$ cat src/rtl/fixed_point_div_stream_if.sv
// Operand/result stream bundle for the pipelined fixed-point divider.
// Both sides use valid/ready: a beat transfers on a rising clk edge where valid && ready.
interface fixed_point_div_stream_if #(
    parameter int WA   = 16,
    parameter int WB   = 16,
    parameter int WO   = 16,
    parameter int TAGW = 4
);
    logic            in_valid;
    logic            in_ready;
    logic [WA-1:0]   dividend;
    logic [WB-1:0]   divisor;
    logic [TAGW-1:0] in_tag;
    logic            out_valid;
    logic            out_ready;
    logic [WO-1:0]   out;
    logic [TAGW-1:0] out_tag;
    logic            overflow;
    logic            div_zero;

    modport master (
        output in_valid, dividend, divisor, in_tag, out_ready,
        input  in_ready, out_valid, out, out_tag, overflow, div_zero
    );

    modport slave (
        input  in_valid, dividend, divisor, in_tag, out_ready,
        output in_ready, out_valid, out, out_tag, overflow, div_zero
    );
endinterface

$ cat src/rtl/fixed_point_div_stream.sv
// Pipelined signed fixed-point divider: operand stage, S restoring-division stages,
// round stage and saturate/output stage, all advancing together under one stall signal.
module fixed_point_div_stream #(
    parameter int WIIA  = 8,
    parameter int WIFA  = 8,
    parameter int WIIB  = 8,
    parameter int WIFB  = 8,
    parameter int WOI   = 8,
    parameter int WOF   = 8,
    parameter int ROUND = 1,
    parameter int SPS   = 1,
    parameter int TAGW  = 4
) (
    input logic clk,
    input logic rst,
    fixed_point_div_stream_if.slave bus
);
    localparam int WA = WIIA + WIFA;
    localparam int WB = WIIB + WIFB;
    localparam int N  = WOI + WOF;
    localparam int S  = (N + SPS - 1) / SPS;
    localparam int F  = (WIFA > WIFB) ? WIFA : WIFB;
    localparam int GA = WIIA + F;
    localparam int GB = WIIB + F;
    localparam int W  = (((GA + WOF) > (GB + N)) ? (GA + WOF) : (GB + N)) + 1;
    localparam logic [N-1:0] ONE  = N'(1);
    localparam logic [N-1:0] MINN = ONE << (N - 1);
    localparam logic [N-1:0] MAXP = ~MINN;

    logic advance;
    assign advance     = !bus.out_valid || bus.out_ready;
    assign bus.in_ready = advance;

    // Operand stage: magnitudes aligned onto a common grid of F fraction bits.
    logic [WA-1:0] a_abs;
    logic [WB-1:0] b_abs;
    logic [W-1:0]  ma, mb;
    logic          op_ov;
    assign a_abs = bus.dividend[WA-1] ? (~bus.dividend + 1'b1) : bus.dividend;
    assign b_abs = bus.divisor[WB-1]  ? (~bus.divisor + 1'b1)  : bus.divisor;
    assign ma    = W'(a_abs) << (F - WIFA);
    assign mb    = W'(b_abs) << (F - WIFB);
    assign op_ov = ma >= (mb << WOI);

    // Index 0 is the operand stage, 1..S are the division stages.
    logic [W-1:0]    rem_q [0:S];
    logic [W-1:0]    dvs_q [0:S];
    logic [N-1:0]    quo_q [0:S];
    logic [TAGW-1:0] tag_q [0:S];
    logic [S:0]      vld_q, sgn_q, ovf_q, dz_q, az_q;

    logic [W-1:0] rem_n [1:S];
    logic [N-1:0] quo_n [1:S];
    logic [W-1:0] r_t, sh_t;
    logic [N-1:0] q_t;
    int           idx;

    always_comb begin
        r_t  = '0;
        q_t  = '0;
        sh_t = '0;
        idx  = 0;
        for (int s = 1; s <= S; s++) begin
            r_t = rem_q[s-1];
            q_t = quo_q[s-1];
            for (int k = 0; k < SPS; k++) begin
                idx  = N - 1 - (s - 1) * SPS - k;
                sh_t = '0;
                if (idx >= 0) begin
                    sh_t = dvs_q[s-1] << idx;
                    if (sh_t <= r_t) begin
                        r_t = r_t - sh_t;
                        q_t = q_t | (ONE << idx);
                    end
                end
            end
            rem_n[s] = r_t;
            quo_n[s] = q_t;
        end
    end

    // Round stage: half-up on the magnitude; the extra bit catches a carry to 2^N.
    logic         rnd_up;
    logic [N:0]   rq_n;
    assign rnd_up = (ROUND != 0) && ({rem_q[S], 1'b0} >= {1'b0, dvs_q[S]});
    assign rq_n   = {1'b0, quo_q[S]} + {{N{1'b0}}, rnd_up};

    logic [N:0]      rq_q;
    logic            r_vld, r_sgn, r_ovf, r_dz, r_az;
    logic [TAGW-1:0] r_tag;

    logic         mag_ov;
    logic [N-1:0] o_n;
    logic         ov_n;
    assign mag_ov = r_ovf || rq_q[N];

    always_comb begin
        o_n  = '0;
        ov_n = 1'b0;
        if (r_dz) begin
            if (!r_az) begin
                ov_n = 1'b1;
                o_n  = r_sgn ? MINN : MAXP;
            end
        end else if (!r_sgn) begin
            if (mag_ov || rq_q[N-1]) begin
                ov_n = 1'b1;
                o_n  = MAXP;
            end else begin
                o_n = rq_q[N-1:0];
            end
        end else begin
            if (mag_ov || (rq_q > {1'b0, MINN})) begin
                ov_n = 1'b1;
                o_n  = MINN;
            end else begin
                o_n = ~rq_q[N-1:0] + 1'b1;
            end
        end
    end

    always_ff @(posedge clk or posedge rst) begin
        if (rst) begin
            for (int s = 0; s <= S; s++) begin
                rem_q[s] <= '0;
                dvs_q[s] <= '0;
                quo_q[s] <= '0;
                tag_q[s] <= '0;
            end
            vld_q <= '0;
            sgn_q <= '0;
            ovf_q <= '0;
            dz_q  <= '0;
            az_q  <= '0;
            rq_q  <= '0;
            r_vld <= 1'b0;
            r_sgn <= 1'b0;
            r_ovf <= 1'b0;
            r_dz  <= 1'b0;
            r_az  <= 1'b0;
            r_tag <= '0;
            bus.out_valid <= 1'b0;
            bus.out       <= '0;
            bus.out_tag   <= '0;
            bus.overflow  <= 1'b0;
            bus.div_zero  <= 1'b0;
        end else if (advance) begin
            vld_q[0] <= bus.in_valid;
            rem_q[0] <= ma << WOF;
            dvs_q[0] <= mb;
            quo_q[0] <= '0;
            tag_q[0] <= bus.in_tag;
            sgn_q[0] <= bus.dividend[WA-1] ^ bus.divisor[WB-1];
            ovf_q[0] <= op_ov;
            dz_q[0]  <= (b_abs == '0);
            az_q[0]  <= (a_abs == '0);
            for (int s = 1; s <= S; s++) begin
                rem_q[s] <= rem_n[s];
                quo_q[s] <= quo_n[s];
                dvs_q[s] <= dvs_q[s-1];
                tag_q[s] <= tag_q[s-1];
                vld_q[s] <= vld_q[s-1];
                sgn_q[s] <= sgn_q[s-1];
                ovf_q[s] <= ovf_q[s-1];
                dz_q[s]  <= dz_q[s-1];
                az_q[s]  <= az_q[s-1];
            end
            rq_q  <= rq_n;
            r_vld <= vld_q[S];
            r_sgn <= sgn_q[S];
            r_ovf <= ovf_q[S];
            r_dz  <= dz_q[S];
            r_az  <= az_q[S];
            r_tag <= tag_q[S];
            bus.out_valid <= r_vld;
            bus.out       <= o_n;
            bus.out_tag   <= r_tag;
            bus.overflow  <= ov_n;
            bus.div_zero  <= r_dz;
        end
    end
endmodule

$ cat src/flat_wrapper.sv
// flat-port wrapper written by rule: the top's interface ports become plain ports
module fixed_point_div_stream_flat 
#(
    parameter int WIIA  = 8,
    parameter int WIFA  = 8,
    parameter int WIIB  = 8,
    parameter int WIFB  = 8,
    parameter int WOI   = 8,
    parameter int WOF   = 8,
    parameter int ROUND = 1,
    parameter int SPS   = 1,
    parameter int TAGW  = 4
)
  (clk, rst, bus_in_valid, bus_dividend, bus_divisor, bus_in_tag, bus_out_ready, bus_in_ready, bus_out_valid, bus_out, bus_out_tag, bus_overflow, bus_div_zero);
  fixed_point_div_stream_if #(.WA(16), .WB(16), .WO(16), .TAGW(TAGW)) bus_i ();
  input logic clk;
  input logic rst;
  input wire logic [$bits(bus_i.in_valid)-1:0] bus_in_valid;
  input wire logic [$bits(bus_i.dividend)-1:0] bus_dividend;
  input wire logic [$bits(bus_i.divisor)-1:0] bus_divisor;
  input wire logic [$bits(bus_i.in_tag)-1:0] bus_in_tag;
  input wire logic [$bits(bus_i.out_ready)-1:0] bus_out_ready;
  output wire logic [$bits(bus_i.in_ready)-1:0] bus_in_ready;
  output wire logic [$bits(bus_i.out_valid)-1:0] bus_out_valid;
  output wire logic [$bits(bus_i.out)-1:0] bus_out;
  output wire logic [$bits(bus_i.out_tag)-1:0] bus_out_tag;
  output wire logic [$bits(bus_i.overflow)-1:0] bus_overflow;
  output wire logic [$bits(bus_i.div_zero)-1:0] bus_div_zero;
  assign bus_i.in_valid = bus_in_valid;
  assign bus_i.dividend = bus_dividend;
  assign bus_i.divisor = bus_divisor;
  assign bus_i.in_tag = bus_in_tag;
  assign bus_i.out_ready = bus_out_ready;
  assign bus_in_ready = bus_i.in_ready;
  assign bus_out_valid = bus_i.out_valid;
  assign bus_out = bus_i.out;
  assign bus_out_tag = bus_i.out_tag;
  assign bus_overflow = bus_i.overflow;
  assign bus_div_zero = bus_i.div_zero;
  fixed_point_div_stream #(.WIIA(WIIA), .WIFA(WIFA), .WIIB(WIIB), .WIFB(WIFB), .WOI(WOI), .WOF(WOF), .ROUND(ROUND), .SPS(SPS), .TAGW(TAGW)) u_core (.clk(clk), .rst(rst), .bus(bus_i));
endmodule
$ cat config.mk
export PLATFORM = sky130hd
export DESIGN_NAME = fixed_point_div_stream_flat
export DESIGN_NICKNAME = d
export VERILOG_FILES = /design/src/rtl/fixed_point_div_stream_if.sv /design/src/rtl/fixed_point_div_stream.sv /design/src/flat_wrapper.sv
export SDC_FILE = /design/constraint.sdc
export NUM_CORES = 2
export LEC_CHECK = 0
export CAP_MARGIN = 40
export CORE_MARGIN = 2
export CORE_UTILIZATION = 41
export CTS_CLUSTER_DIAMETER = 150
export CTS_CLUSTER_SIZE = 8
export DETAILED_ROUTE_END_ITERATION = 7
export GPL_ROUTABILITY_DRIVEN = 1
export PLACE_DENSITY = 0.66
export SLEW_MARGIN = 20
export SYNTH_ARGS = -nofsm -noshare
export SYNTH_HDL_FRONTEND = slang
export SYNTH_SLANG_ARGS = --single-unit
export TNS_END_PERCENT = 1
$ cat constraint.sdc
create_clock -name clk -period 92.2 [get_ports clk]
set_input_delay 18.44 -clock clk [delete_from_list [all_inputs] [get_ports clk]]
set_output_delay 18.44 -clock clk [all_outputs]
set_load 0.05 [all_outputs]
==> key figures <==
Power
  – Int Power: 1.57 mW
  – Clock power frac: 0.180
  – Sw Pwr: 1.19 mW
  – Flop pwr share: 0.308
  – Maximum VDD drop: 0.0205 mV
  – Power Total: 2.76 mW
  – Switching share of power: 0.432
  – P per Cell Area: 41.9 nW/um2
  – Leak: 29.5 nW
  – Combinational Power Share: 0.512

Setup path
  – Setup crit start: bus_out_ready
  – Crit Path Max Fanout: 45
  – Crit start category: primary input
  – Worst reg-to-reg setup slack: 88.19 ns
  – Crit path largest cell delay: 0.80 ns
  – Crit path DAT: 20.42 ns
  – FF-to-FF path depth: 18
  – CP Capture Type: output pin
  – Crit path kind: primary input to output pin
  – Critical R2R Capture: u_core.rq_q[15]
  – CP required: 73.76 ns
  – Most numerous cell on the critical path: clkdlybuf4s50_1
  – Crit-path cells: clkdlybuf4s50_1 -> nor2b_4 -> inv_8 -> clkdlybuf4s50_1
  – Worst reg2reg startpoint: u_core.dvs_q[1]
  – Slowest stage cell, crit path: clkdlybuf4s50_1
  – Setup crit end: bus_in_ready

STA
  – Final Cycle Share: 0.421
  – Count of final setup violators: 0
  – FMAX: 25.7 MHz
  – RSZ-0062 raised after global routing: no
  – Slew margin rel.: 0.347
  – Max Clock Skew: 0.0393 ns
  – Fin. Hold Viols: 0
  – Tightest Pin Transition: 0.971 ns
  – Max-slew violation count: 0
  – Final min period: 38.86 ns
  – Slack of the critical path: 53.34 ns
  – Setup TNS: 0 ns

Global route
  – Number of global-route vias before repair: 46300
  – First-pass GRT wire length: 237 mm
  – Gr ovfl total: 0
  – Global-route usage over all layers: 0.193
  – Initial antenna violation count: 0
  – Largest net degree at the start of global routing: 230

Run
  – MaxCap Viol Count: 0

Cells and area
  – N_diodes: 0
  – Layout cell share with drive strength beyond 1: 0.0475
  – Final layout net count: 7249
  – Synth-to-layout area growth: 11.7%

Outcome
  – Run status: finished clean

CTS
  – Post CTS Setup Buffer Count: 0
  – Worst-Skew Late Latency: 0.77 ns
  – CTS H-tree depth: 4
  – Worst-path clk slew: 0.05 ns
  – Clock Sinks: 1061
  – Clk buf depth: 3
  – Resize count post-CTS: 0
  – CTS root buf: clkbuf_16
  – # hold bufs at CTS: 0
  – TritonCTS Buffers: 150
  – CTS tree: built

Floorplanning
  – CORE AREA: 143000 um2
  – Row Count: 139
  – Floorplan die width: 383 um
  – # IOs: 64
  – Die height: 383 um
  – Die area: 147000 um2
  – Initial Utilization: 0.412

Synth
  – Number of synthesized flops with an enable pin: 0
  – Post-Syn Instances: 6958
  – Ys async rst share: 1.00
  – Prevailing post-synth register cell: dfrtp_1
  – Post-synthesis cell area: 58900 um2
  – Seq/Total Area, Yosys: 0.451
  – Synth Register Bits: 1061
  – Synthesis Warnings: 0
  – Synth Net Count: 7293
  – Distinct cells, synth: 91
  – Avg Cell Area, Syn: 8.47 um2

Drt
  – Antenna violation net count after detailed routing: 0
  – DRC: 0
  – Router iterations before antenna repair: 6
  – WL/cell: 15.9 um
  – WL final: 141 mm
  – Vias after detailed routing: 47700
  – Vias per inst: 5.40
  – DR iter-0 viols: 3025

Placed design
  – Placed wire-length estimate: 100 mm
  – GP Congestion: 0.881
  – PortBufs: 63
  – Setup WS pre-CTS: 53.29 ns

Min path
  – Worst min path class: flip-flop to flip-flop
-- final cells by class --
class | count | area [um2]
Clock buffer | 152 | 3800
Clock inverter | 14 | 299
Fill cell | 13800 | 77300
Inverter | 369 | 1400
Multi-Input combinational cell | 5196 | 29800
Sequential cell | 1061 | 26600
Tap cell | 1903 | 2380
Timing Repair Buffer | 136 | 1610
-- power by group through the flow --
stage,Combinational [mW],Sequential (mW),Clock [mW]
detailed placement,1.40,0.854,0
CTS,1.40,0.848,0.511
floorplan,1.11,0.809,0
global placement,1.35,0.847,0
finish,1.41,0.848,0.498
global route,1.60,0.876,0.530
-- layout by cell type, fill, tap and decap left out, types with 34 or more instances in the layout --
cell / n
nand2_1: 1689
dfrtp_1: 1061
o21ai_0: 578
nor2_1: 519
inv_1: 367
a21oi_1: 355
ha_1: 279
a31oi_1: 186
xnor2_1: 158
clkbuf_16: 152
nand3_1: 115
nor3_1: 107
xor2_1: 107
or3_1: 84
mux2i_1: 83
a21o_1: 74
o21a_1: 68
o31ai_1: 66
clkdlybuf4s50_1: 63
nand2b_1: 56
nor2b_1: 51
or4_1: 49
nand4_1: 48
buf_4: 43
and3_1: 38
nor4_1: 36
a211oi_1: 34
-- layer usage --
| layer | wire length [um] | global-route usage | up-vias |
|---|---|---|---|
| met1 | 64300 | 0.255 | 22800 |
| met5 | 0 | 0 | - |
| met3 | 4830 | 0.0249 | 292 |
| met4 | 3990 | 0.0666 | 0 |
| li1 | - | - | 23800 |
| met2 | 67600 | 0.325 | 826 |
-- flip-flops by register name (all words and copies together) (netlist names), 17 cells and up --
signal / flops
u_core.sgn_q: 17
u_core.az_q: 17
u_core.rem_q: 451
u_core.rq_q: 17
u_core.dvs_q: 256
u_core.dz_q: 17
u_core.quo_q: 136
u_core.vld_q: 17
u_core.tag_q: 68
u_core.ovf_q: 17
-- cell families (layout without fill, tap and decap cells) --
family	count (synthesis)	in the layout	synth area share
flip-flops	1061	1061	0.451
XOR/XNOR	265	265	0.0394
adder cells (fa/ha/maj)	295	295	0.0647
AO/OA/AOI/OAI	1614	1614	0.167
multiplexers	94	94	0.0162
AND/OR/NAND/NOR	2928	2928	0.217
buffers and inverters	701	671	0.0451
-- cell usage after synthesis (all sizes together) (22+ instances only) --
master	count	share of area
xnor2	158	0.023
clkbuf	307	0.020
buf	25	0.0020
o21a	68	0.0087
nor2	522	0.033
nor2b	52	0.0055
inv	369	0.024
nand3	115	0.0098
o31ai	66	0.0084
nor3	107	0.0091
nor4	38	0.0044
o21ai	583	0.050
and2	27	0.0029
and3	38	0.0040
dfrtp	1061	0.45
o211ai	24	0.0031
o41ai	22	0.0034
or3	85	0.0091
nand2b	56	0.0059
a211oi	34	0.0043
a31oi	186	0.020
xor2	107	0.016
a21oi	358	0.030
nand2	1689	0.11
or2	28	0.0030
a21o	74	0.0094
ha	279	0.059
nand4	48	0.0051
mux2i	83	0.014
or4	50	0.0064
-- worst max-delay path: cells and delay by family --
family	cells	cell delay [ns]
and+or+nand+nor	1	0.48
buffers and inverters	3	1.44
-- through the flow --
stage,instance area (um2),hold slack (ns),utilization,std cells
floorplan,58900,0.430,-,6958
global placement,61100,0.451,0.427,8639
detailed placement,61500,0.449,0.430,8656
CTS,65600,0.465,0.458,8822
global route,65800,0.470,0.460,8831
finish,65800,0.461,0.460,8831
-- worst min path at each step --
stage	from	to	slack (ns)	depth (start not counted)
floorplan	u_core.r_vld	u_core.r_vld	0.43	2
global placement	u_core.quo_q[57]	u_core.quo_q[57]	0.45	2
detailed placement	u_core.r_vld	u_core.bus.out_valid	0.45	1
CTS	u_core.quo_q[138]	u_core.quo_q[122]	0.46	2
global route	u_core.az_q[7]	u_core.az_q[8]	0.47	2
finish	u_core.quo_q[24]	u_core.quo_q[24]	0.46	2
Power figures use the tool's default switching activity.
